[config.mk]
export PLATFORM = sky130hd
export DESIGN_NAME = debounce_edge_flat
export DESIGN_NICKNAME = d
export VERILOG_FILES = /design/src/rtl/debounce_edge_if.sv /design/src/rtl/debounce_edge.sv /design/src/flat_wrapper.sv
export SDC_FILE = /design/constraint.sdc
export NUM_CORES = 1
export LEC_CHECK = 0
export CORE_MARGIN = 8
export CORE_UTILIZATION = 44
export CTS_CLUSTER_SIZE = 14
export DETAILED_ROUTE_END_ITERATION = 8
export GPL_ROUTABILITY_DRIVEN = 0
export GPL_TIMING_DRIVEN = 0
export PLACE_DENSITY = 0.74
export SETUP_SLACK_MARGIN = 0.15
export SYNTH_ARGS = -nofsm -noshare
export SYNTH_HDL_FRONTEND = slang
export SYNTH_SLANG_ARGS = --single-unit
[constraint.sdc]
create_clock -name clk -period 1.4 [get_ports clk]
set_input_delay 0.14 -clock clk [delete_from_list [all_inputs] [get_ports clk]]
set_output_delay 0.14 -clock clk [all_outputs]
set_load 0.02 [all_outputs]
[src/rtl/debounce_edge_if.sv]
// Event handshake between the debouncer and its consumer: a single-entry
// valid/ready event slot plus the sticky overflow flag and its clear.
interface debounce_edge_if #(
    parameter int unsigned WIDTH = 6
);
    logic             evt_valid;
    logic             evt_ready;
    logic [WIDTH-1:0] evt_data;
    logic [WIDTH-1:0] evt_mask;
    logic             evt_overflow;
    logic             clr_ovf;

    modport master (
        output evt_valid,
        output evt_data,
        output evt_mask,
        output evt_overflow,
        input  evt_ready,
        input  clr_ovf
    );

    modport slave (
        input  evt_valid,
        input  evt_data,
        input  evt_mask,
        input  evt_overflow,
        output evt_ready,
        output clr_ovf
    );
endinterface

[src/rtl/debounce_edge.sv]
// Per-bit debouncer with registered rise/fall pulses and a single-entry
// change-event buffer (sticky overflow when an event arrives while full).
module debounce_edge #(
    parameter int unsigned WIDTH         = 6,
    parameter int unsigned STABLE_CYCLES = 4
) (
    input  logic             clk,
    input  logic             rst_n,
    input  logic [WIDTH-1:0] inD,
    output logic [WIDTH-1:0] outD,
    output logic [WIDTH-1:0] rise,
    output logic [WIDTH-1:0] fall,
    debounce_edge_if.master  evt
);
    localparam int unsigned   CW       = $clog2(STABLE_CYCLES + 1);
    localparam logic [CW-1:0] CNT_LAST = CW'(STABLE_CYCLES - 1);

    logic [CW-1:0]    cnt     [WIDTH];
    logic [CW-1:0]    cntNext [WIDTH];
    logic [WIDTH-1:0] outNext;
    logic [WIDTH-1:0] chg;
    logic             evFree;
    logic             anyChg;

    // A differing sample that completes the run updates the level and
    // restarts the counter; any matching sample restarts it as well.
    always_comb begin
        outNext = outD;
        chg     = '0;
        for (int unsigned i = 0; i < WIDTH; i++) begin
            cntNext[i] = '0;
            if (inD[i] != outD[i]) begin
                if (cnt[i] == CNT_LAST) begin
                    outNext[i] = inD[i];
                    chg[i]     = 1'b1;
                end else begin
                    cntNext[i] = cnt[i] + CW'(1);
                end
            end
        end
    end

    always_comb begin
        evFree = !evt.evt_valid || evt.evt_ready;
        anyChg = |chg;
    end

    always_ff @(posedge clk) begin
        if (!rst_n) begin
            for (int unsigned i = 0; i < WIDTH; i++) begin
                cnt[i] <= '0;
            end
            outD             <= '0;
            rise             <= '0;
            fall             <= '0;
            evt.evt_valid    <= 1'b0;
            evt.evt_data     <= '0;
            evt.evt_mask     <= '0;
            evt.evt_overflow <= 1'b0;
        end else begin
            for (int unsigned i = 0; i < WIDTH; i++) begin
                cnt[i] <= cntNext[i];
            end
            outD <= outNext;
            rise <= chg & outNext;
            fall <= chg & ~outNext;

            // Transfer and new change on one edge reload the slot with no gap.
            if (anyChg && evFree) begin
                evt.evt_valid <= 1'b1;
                evt.evt_data  <= outNext;
                evt.evt_mask  <= chg;
            end else if (evt.evt_valid && evt.evt_ready) begin
                evt.evt_valid <= 1'b0;
            end

            // A drop on the same edge as a clear leaves the flag set.
            if (anyChg && !evFree) begin
                evt.evt_overflow <= 1'b1;
            end else if (evt.clr_ovf) begin
                evt.evt_overflow <= 1'b0;
            end
        end
    end
endmodule

[src/flat_wrapper.sv]
// flat-port wrapper written by rule: the top's interface ports become plain ports
module debounce_edge_flat 
#(
    parameter int unsigned WIDTH         = 6,
    parameter int unsigned STABLE_CYCLES = 4
)
  (clk, rst_n, inD, outD, rise, fall, evt_evt_valid, evt_evt_data, evt_evt_mask, evt_evt_overflow, evt_evt_ready, evt_clr_ovf);
  debounce_edge_if #(.WIDTH(WIDTH)) evt_i ();
  input  logic clk;
  input  logic rst_n;
  input  logic [WIDTH-1:0] inD;
  output logic [WIDTH-1:0] outD;
  output logic [WIDTH-1:0] rise;
  output logic [WIDTH-1:0] fall;
  output wire logic [$bits(evt_i.evt_valid)-1:0] evt_evt_valid;
  output wire logic [$bits(evt_i.evt_data)-1:0] evt_evt_data;
  output wire logic [$bits(evt_i.evt_mask)-1:0] evt_evt_mask;
  output wire logic [$bits(evt_i.evt_overflow)-1:0] evt_evt_overflow;
  input wire logic [$bits(evt_i.evt_ready)-1:0] evt_evt_ready;
  input wire logic [$bits(evt_i.clr_ovf)-1:0] evt_clr_ovf;
  assign evt_evt_valid = evt_i.evt_valid;
  assign evt_evt_data = evt_i.evt_data;
  assign evt_evt_mask = evt_i.evt_mask;
  assign evt_evt_overflow = evt_i.evt_overflow;
  assign evt_i.evt_ready = evt_evt_ready;
  assign evt_i.clr_ovf = evt_clr_ovf;
  debounce_edge #(.WIDTH(WIDTH), .STABLE_CYCLES(STABLE_CYCLES)) u_core (.clk(clk), .rst_n(rst_n), .inD(inD), .outD(outD), .rise(rise), .fall(fall), .evt(evt_i));
endmodule
==> results of run 1 <==
synth_stat cells (3+ instances only):
library cell	number
mux2i_1	6
nor2_1	24
xor2_1	5
and3_1	6
clkbuf_1	4
nand3b_1	6
o21ai_0	6
nand2_1	14
ha_1	12
nor2b_1	7
inv_1	12
a22oi_1	3
a21oi_1	6
dfxtp_1	50
nor3b_1	12
o221a_1	6
critical path, stage by stage, from the launching register on:
cell and delay, ns:
dfxtp_2 0.34, ha_4 0.16, ha_4 0.17, a22oi_2 0.27
and3_4 0.25, buf_8 0.13, o221a_1 0.18
where the power goes:
| group | switching (mW) | internal [mW] |
|---|---|---|
| Clock | 0.430 | 0.382 |
| Sequential | 0.0223 | 1.45 |
| Combinational | 0.103 | 0.0933 |
area by class of cell:
class | count | area, µm²
fillers | 357 | 1590
inverters | 12 | 45.0
flip-flops and latches | 50 | 1020
multi-input cells | 120 | 1010
plain buffers | 6 | 40.0
repair buffers | 46 | 412
clock buffers | 6 | 82.6
well taps | 52 | 65.1
cell families (layout without fill, tap and decap cells):
group	Yosys count	after routing	synth area share
muxes	6	6	0.0315
and+or+nand+nor	72	72	0.198
xor gates and xnor gates	6	6	0.0315
DFF	50	50	0.525
buffers and inverters	18	70	0.0420
adders and majority gates	12	12	0.0788
AOI/OAI and AO/OA	24	24	0.0926
path summary, 6_finish.rpt:
path | start | endpoint | slack, ns
min | evt_clr_ovf | u_core.evt.evt_overflow | 0.38
max reg2reg | u_core.cnt[0][9] | u_core.evt.evt_data[5] | -0.15
max | u_core.cnt[0][9] | u_core.evt.evt_data[5] | -0.15
min reg2reg | u_core.cnt[0][9] | u_core.cnt[0][9] | 0.43
layer usage:
layer | vias up | wire (µm) | track usage
met5 | - | 0 | 0
met4 | 0 | 53 | 0.0404
met3 | 6 | 271 | 0.0503
met2 | 33 | 2030 | 0.219
met1 | 674 | 1770 | 0.146
li1 | 740 | - | -
metrics by stage:
stage               hold slack [ns]  TNS (ns)  worst slack, ns  std cells  instance area (µm²)
finish                        0.377     -1.47           -0.150        292                 2680
global route                  0.394     -2.67           -0.224        292                 2680
CTS                           0.366     -1.67           -0.138        291                 2640
detailed placement            0.421    -10.22           -0.425        281                 2540
global placement              0.413     -9.63           -0.389        281                 2540
floorplan                     0.216   -0.0498         -0.00922        188                 2070
flip-flops by register name, summed over array words and instances, names as in the netlist:
name and cells:
u_core.cnt 18, u_core.evt.evt_data 6, u_core.evt.evt_mask 6, u_core.evt.evt_overflow 1, u_core.evt.evt_valid 1, u_core.fall 6, u_core.outD 6, u_core.rise 6
repair_timing:
action                                  4_1_cts  5_1_grt
endpoints found under the setup margin       70       21
gates resized for setup                      38        7
endpoints found under the hold margin         0        0
setup buffers                                 4        1
pin swaps                                    11        8
==> results_dict.tcl, run 1 <==
set metrics [dict create \
    status "finished, violations left" \
    violations "negative setup slack" \
    timing.fmax_mhz 645 \
    netlist_top_cells_area "dfxtp_1 53%, ha_1 7.9%, nor2_1 4.7%, nor3b_1 4.7%, o221a_1 3.5%" \
    route.vias.total 1453 \
    numCtsBuffers 5 \
    rows 24 \
    yosysTopAreaCell "dfxtp_1" \
    grt_pass1_wl_mm 6.61 \
    grt_overflow 0 \
    syn_inst 188 \
    crit_fanout 8 \
    power.static_leakage_nw 1.17 \
    area_growth_syn_to_layout_pct 40.4 \
    clock_latency_ns 0.29 \
    antenna_found_initial 0 \
    start_util 0.447 \
    arrival_ns 1.79 \
    layout.nets 263 \
    seq_area_frac_synth 0.525 \
    tightest_slew_ns 0.486 \
    first_pass_iters 4 \
    post-route-min-period_ns 1.55 \
    ys.warnings.count 0 \
    worst_clock_skew_ns 0.00542 \
    required_ns 1.64 \
    hold_violations 0 \
    fp.dieH_um 81.8 \
    finalWorstSetupSlack_ns -0.150 \
    max_cap_violations 0 \
    dp_hpwl_mm 2.95 \
    syn_avg_cell_area_um2 10.1 \
    ctsHoldBuffers 0 \
    vdd_drop_max_mv 0.572 \
    layout_commonest_cell "dfxtp_1" \
    clock-sinks 50 \
    h-tree-depth 2 \
    mostFrequentLayoutCells "37 x dfxtp_1, 33 x dlygate4sd2_1, 24 x nor2_1" \
    ant_nets 0 \
    clock-root-buffer "clkbuf_8" \
    antenna_cells 0 \
    drive_gt1_frac 0.204 \
    first_global_vias 1450 \
    async_reset_ff_frac 0 \
    die-area_mm2 0.00669 \
    synth-edff-count 0 \
    vias_per_cell 4.98 \
    post-route-util 0.627 \
    worstSetupStartpointType "register" \
    setup_viol 14 \
    die_x_um 81.8 \
    min_path_type "in2reg" \
    hold_path_depth 2 \
    cts_tree "yes" \
    ys_types 25 \
    synth_top_area_frac 0.525 \
    drc_errors 0 \
    slew_headroom 0.676 \
    wl_per_cell_um 14.1 \
    slew_violations 0 \
    rsz0062_at_grt "true" \
    critPathCaptureType "register" \
    io_pins 42 \
    grt_max_degree 14 \
    p_per_area_mw_per_mm2 928 \
    io_buffers 41 \
    total_power_mw 2.48 \
    netlist_area_mm2 0.00191 \
    wl_mm 4.13 \
    syn-num-nets 210 \
    cts_buffer_depth 2 \
    crit_type "reg2reg" \
    first_iter_violations 79 \
    post-route-period-util 1.11 \
    r2r_cells 6 \
    grt_usage 0.129 \
    ys_ff_latch 50 \
    clk_pin_slew_ns 0.08 \
    core-area_mm2 0.00426 \
    synth_ff_type "dfxtp_1" \
]
(Power assumes the default switching activity.)
==> inputs of run 2 (changes only) <==
SLEW_MARGIN = 20   (was not set)
TNS_END_PERCENT = 10   (was not set)
==> run 2 against run 1 <==
The flow still finishes with violations (negative setup slack). Total power up 8.3%. Via count is 2.7% higher. Hold slack better by 0.015 ns. Critical path depth did not move. Sequential power about the same. Core utilization grew 2.1 points. Worst setup slack improved by 0.016 ns. Maximum frequency up 1.1%. Sequential cell count did not move. Sequential share of layout area shrank 1.2 points. Critical path type unchanged. Critical endpoint is now u_core.evt.evt_data[2].
==> results_dict.tcl, run 2 (synthesized netlist as in run 1, its figures left out) <==
set metrics [dict create \
    grt_max_degree 16 \
    violations "negative setup slack" \
    final_cells 298 \
    swShare 0.226 \
    critPathMostFrequentCell "ha_4" \
    ctsHoldBuffers 0 \
    setup_viol 14 \
    cts_buffer_depth 2 \
    mostFrequentLayoutCells "36 x dfxtp_1, 33 x dlygate4sd2_1, 24 x nor2_1" \
    wl_mm 4.32 \
    die_x_um 81.8 \
    clock-sinks 50 \
    multi_input_area_mm2 0.00104 \
    p_int_mw 2.08 \
    slew_violations 0 \
    first_global_vias 1540 \
    critPathBufInv 1 \
    antenna_found_initial 0 \
    crit_type "reg2reg" \
    dp_hpwl_mm 2.98 \
    dpl_cell_area_mm2 0.00254 \
    crit_path_top_delay_cell "dfxtp_2" \
    layout_commonest_cell "dfxtp_1" \
    rrSetupSlack_ns -0.13 \
    grt_usage 0.136 \
    cpLargestDelayFamily "compound AO/OA/AOI/OAI gates" \
    worst_clock_skew_ns 0.00914 \
    drc_errors 0 \
    wl_per_cell_um 14.5 \
    vias_per_cell 5.01 \
    post-route-period-util 1.10 \
    layout.nets 267 \
    post-route-util 0.648 \
    largest_register "u_core.cnt" \
    crit_chain "ha_4 -> ha_4 -> a22oi_2 -> and3_4 -> buf_6 -> o221a_1" \
    timing.fmax_mhz 652 \
    antenna_cells 0 \
    vdd_drop_max_mv 0.808 \
    ant_nets 0 \
    finalWorstSetupSlack_ns -0.134 \
    clk_pin_slew_ns 0.09 \
    max_cap_violations 0 \
    first_pass_iters 4 \
    rsz0062_at_grt "true" \
    numCtsBuffers 5 \
    hold_violations 0 \
    io_pins 42 \
    comb_power_share 0.074 \
    rows 24 \
    fin_area_mm2 0.00277 \
    final-seq-area_mm2 0.00102 \
    p_switching_mw 0.607 \
    p_per_area_mw_per_mm2 973 \
    max_stage_delay_ns 0.35 \
    dp.cells 281 \
    crit_fanout 8 \
    clkPwrFrac 0.377 \
    io_buffers 41 \
    area_growth_syn_to_layout_pct 45.1 \
    min_path_type "in2reg" \
    worstSetupStartpointType "register" \
    critPathCaptureType "register" \
    drive_gt1_frac 0.232 \
    grt_overflow 0 \
    first_iter_violations 79 \
    required_ns 1.65 \
    post-route-min-period_ns 1.53 \
    arrival_ns 1.79 \
    cts_tree "yes" \
    tightest_slew_ns 0.448 \
    grt_pass1_wl_mm 6.93 \
    p_seq_frac 0.550 \
    start_util 0.447 \
    slew_headroom 0.702 \
    power.static_leakage_nw 1.20 \
    largest_reg_flops 18 \
    fp.dieH_um 81.8 \
    route.vias.total 1492 \
    die-area_mm2 0.00669 \
    core-area_mm2 0.00426 \
    status "finished, violations left" \
    clock-root-buffer "clkbuf_8" \
    fillers 357 \
    h-tree-depth 2 \
    clock_latency_ns 0.31 \
]
## run 2: cell types whose count changed in the layout (fill, tap and decap cells not counted), sizes merged
| cell | before | now |
|---|---|---|
| clkbuf | 9 | 10 |
| buf | 7 | 10 |
| clkinvlp | 0 | 1 |
| bufinv | 0 | 1 |
## run 2: through the flow
stage / setup WS (ns) / hold WS [ns] / power [mW] / setup TNS, ns
6_report: -0.134 / 0.393 / 2.69 / -1.41
5_1_grt: -0.196 / 0.376 / 2.78 / -2.30
4_1_cts: -0.0920 / 0.374 / 2.70 / -0.998
3_5_place_dp: -0.403 / 0.421 / 1.70 / -9.75
3_3_place_gp: -0.390 / 0.413 / 1.70 / -9.72
2_1_floorplan: -0.00970 / 0.216 / 1.62 / -0.0305
## run 2: final timing paths
| path | from | cells past startpoint | to |
|---|---|---|---|
| max | u_core.cnt[0][3] | 6 | u_core.evt.evt_data[2] |
| max reg2reg | u_core.cnt[0][3] | 6 | u_core.evt.evt_data[2] |
| min | evt_clr_ovf | 2 | u_core.evt.evt_overflow |
| min reg2reg | u_core.cnt[0][3] | 1 | u_core.cnt[0][3] |
## run 2: layer usage
metal	wire length [µm]	up-vias	global-route usage
met3	269	8	0.0372
met2	2110	31	0.231
met4	91	0	0.0860
li1	-	743	-
met1	1850	710	0.147
met5	0	-	0
## run 2: what timing repair did
item,in CTS,in global routing
gates resized for setup,40,11
endpoints found under the setup margin,70,25
setup buffers,6,3
pin swaps,12,9
## run 2: cell type report
type	count	share of cell area
tap	52	0.0235
multi-input combinational	120	0.376
clock buffer	6	0.0262
buffer	6	0.0140
clock inverter	2	0.0136
inverter	12	0.0163
sequential	50	0.368
timing repair buffer	50	0.162
## run 2: power by group through the flow
stage / Sequential [mW] / Combinational [mW] / Clock [mW]
2_1_floorplan: 1.52 / 0.0986 / 0
3_3_place_gp: 1.51 / 0.192 / 0
3_5_place_dp: 1.51 / 0.195 / 0
4_1_cts: 1.48 / 0.193 / 1.03
5_1_grt: 1.48 / 0.223 / 1.08
6_report: 1.48 / 0.199 / 1.01
==> inputs of run 3 (changes only) <==
CORE_MARGIN = not set   (was 8)
==> run 3 against run 2 <==
The flow still finishes with violations (negative setup slack). Sequential share of layout area grew 1.1 points. Sequential cell count is the same. Final cell count shrank 1.7%. Cell area shrank 2.9%. Count of clock-buffer cells in the layout grew 1. Worst setup slack gained 0.035 ns. Die area shrank 31%. Highest routed layer unchanged.
==> results_dict.tcl, run 3 (synthesized netlist as in run 1, its figures left out) <==
set metrics [dict create \
    grt_max_degree 14 \
    status "finished, violations left" \
    wl_mm 3.94 \
    cts_tree "yes" \
    slew_violations 0 \
    h-tree-depth 2 \
    first_pass_iters 4 \
    first_global_vias 1386 \
    drc_errors 0 \
    clock-root-buffer "clkbuf_8" \
    tightest_slew_ns 0.481 \
    min_path_type "in2reg" \
    numCtsBuffers 5 \
    first_iter_violations 52 \
    route.vias.total 1452 \
    max_cap_violations 0 \
    io_buffers 41 \
    wl_per_cell_um 13.5 \
    clock-sinks 50 \
    total_power_mw 2.46 \
    worstSetupStartpointType "register" \
    worst_clock_skew_ns 0.00323 \
    reg2reg_to "u_core.evt.evt_data[0]" \
    layout_commonest_cell "dfxtp_1" \
    post-route-min-period_ns 1.50 \
    required_ns 1.65 \
    clk_pin_slew_ns 0.08 \
    grt_usage 0.196 \
    cts_buffer_depth 2 \
    fin_area_mm2 0.00269 \
    ctsHoldBuffers 0 \
    grt_pass1_wl_mm 6.44 \
    dp_slack_ns -0.422 \
    start_util 0.466 \
    vias_per_cell 4.96 \
    post-route-util 0.657 \
    crit_fanout 8 \
    clock_latency_ns 0.30 \
    die_x_um 67.8 \
    violations "negative setup slack" \
    crit_start "u_core.cnt[0][15]" \
    hold_path_depth 2 \
    drive_gt1_frac 0.206 \
    area_growth_syn_to_layout_pct 40.9 \
    fillers 341 \
    fp.dieH_um 67.8 \
    p_per_area_mw_per_mm2 915 \
    slew_headroom 0.680 \
    timing.fmax_mhz 667 \
    finalWorstSetupSlack_ns -0.0993 \
    r2r_cells 6 \
    critPathCaptureType "register" \
    layout.nets 265 \
    rrSetupSlack_ns -0.1 \
    largest_register "u_core.cnt" \
    antenna_found_initial 0 \
    vdd_drop_max_mv 0.617 \
    rows 23 \
    crit_type "reg2reg" \
    r2r_start "u_core.cnt[0][15]" \
    grt_overflow 0 \
    rsz0062_at_grt "true" \
    dp_hpwl_mm 2.62 \
    setup_viol 11 \
    arrival_ns 1.75 \
    core-area_mm2 0.00409 \
    power.static_leakage_nw 1.18 \
    antenna_cells 0 \
    whs_endpoint "u_core.evt.evt_overflow" \
    post-route-period-util 1.07 \
    ant_nets 0 \
    mostFrequentLayoutCells "35 x dfxtp_1, 33 x dlygate4sd2_1, 24 x nor2_1" \
    worstHoldStart "evt_clr_ovf" \
    hold_violations 0 \
    largest_reg_flops 18 \
    io_pins 42 \
    die-area_mm2 0.00460 \
    dpl_cell_area_mm2 0.00254 \
    tns_ns -0.743 \
]
==> run 3: cell types whose count changed in the layout (fill, tap and decap cells not counted), sizes merged <==
cell,delta
buf,-2
bufinv,-1
clkbuf,+1
clkinvlp,-1
==> run 3: timing repair <==
item | in CTS | in global routing
pin swaps | 13 | 3
setup endpoints to repair | 70 | 16
buffers inserted | 7 | 0
gates resized for setup | 42 | 2
==> run 3: final cells by class <==
type,count,area (µm²),share of cell area
plain buffers,6,36.3,0.0135
clock buffers,7,76.3,0.0284
inverters,12,45.0,0.0168
multi-input cells,120,1020,0.379
flip-flops and latches,50,1020,0.380
well taps,50,62.6,0.0233
repair buffers,48,427,0.159
==> run 3: worst max path at each step <==
| stage | to | slack (ns) | cells past startpoint |
|---|---|---|---|
| after floorplan | u_core.evt.evt_data[0] | -0.01 | 6 |
| after global placement | u_core.evt.evt_data[0] | -0.42 | 6 |
| after global routing | u_core.evt.evt_data[0] | -0.19 | 6 |
| after detailed placement | u_core.evt.evt_data[0] | -0.42 | 6 |
| after CTS | u_core.evt.evt_data[0] | -0.07 | 6 |
| final | u_core.evt.evt_data[0] | -0.1 | 6 |
==> run 3: power by group <==
group          switching (mW)  total (mW)  internal [mW]
registers              0.0237        1.48           1.45
clock network           0.438       0.782          0.345
logic                   0.103       0.196         0.0929
==> run 3: critical path, cell delays in order (launching register included) <==
cell     delay [ns]
dfxtp_2        0.34
ha_4           0.16
ha_4           0.16
a22oi_2        0.26
and3_1         0.22
buf_6          0.13
o221a_1        0.18
==> run 3: per-layer routing <==
layer / routed length, µm / track usage / vias up
li1: - / - / 743
met1: 1830 / 0.237 / 671
met2: 1860 / 0.325 / 33
met3: 190 / 0.0567 / 5
met4: 60 / 0.0781 / 0
met5: 0 / 0 / -
==> run 3: through the flow <==
| step | hold WS, ns | std cells |
|---|---|---|
| CTS | 0.385 | 293 |
| global placement | 0.413 | 279 |
| finish | 0.391 | 293 |
| global route | 0.417 | 293 |
| detailed placement | 0.416 | 279 |
| floorplan | 0.216 | 188 |
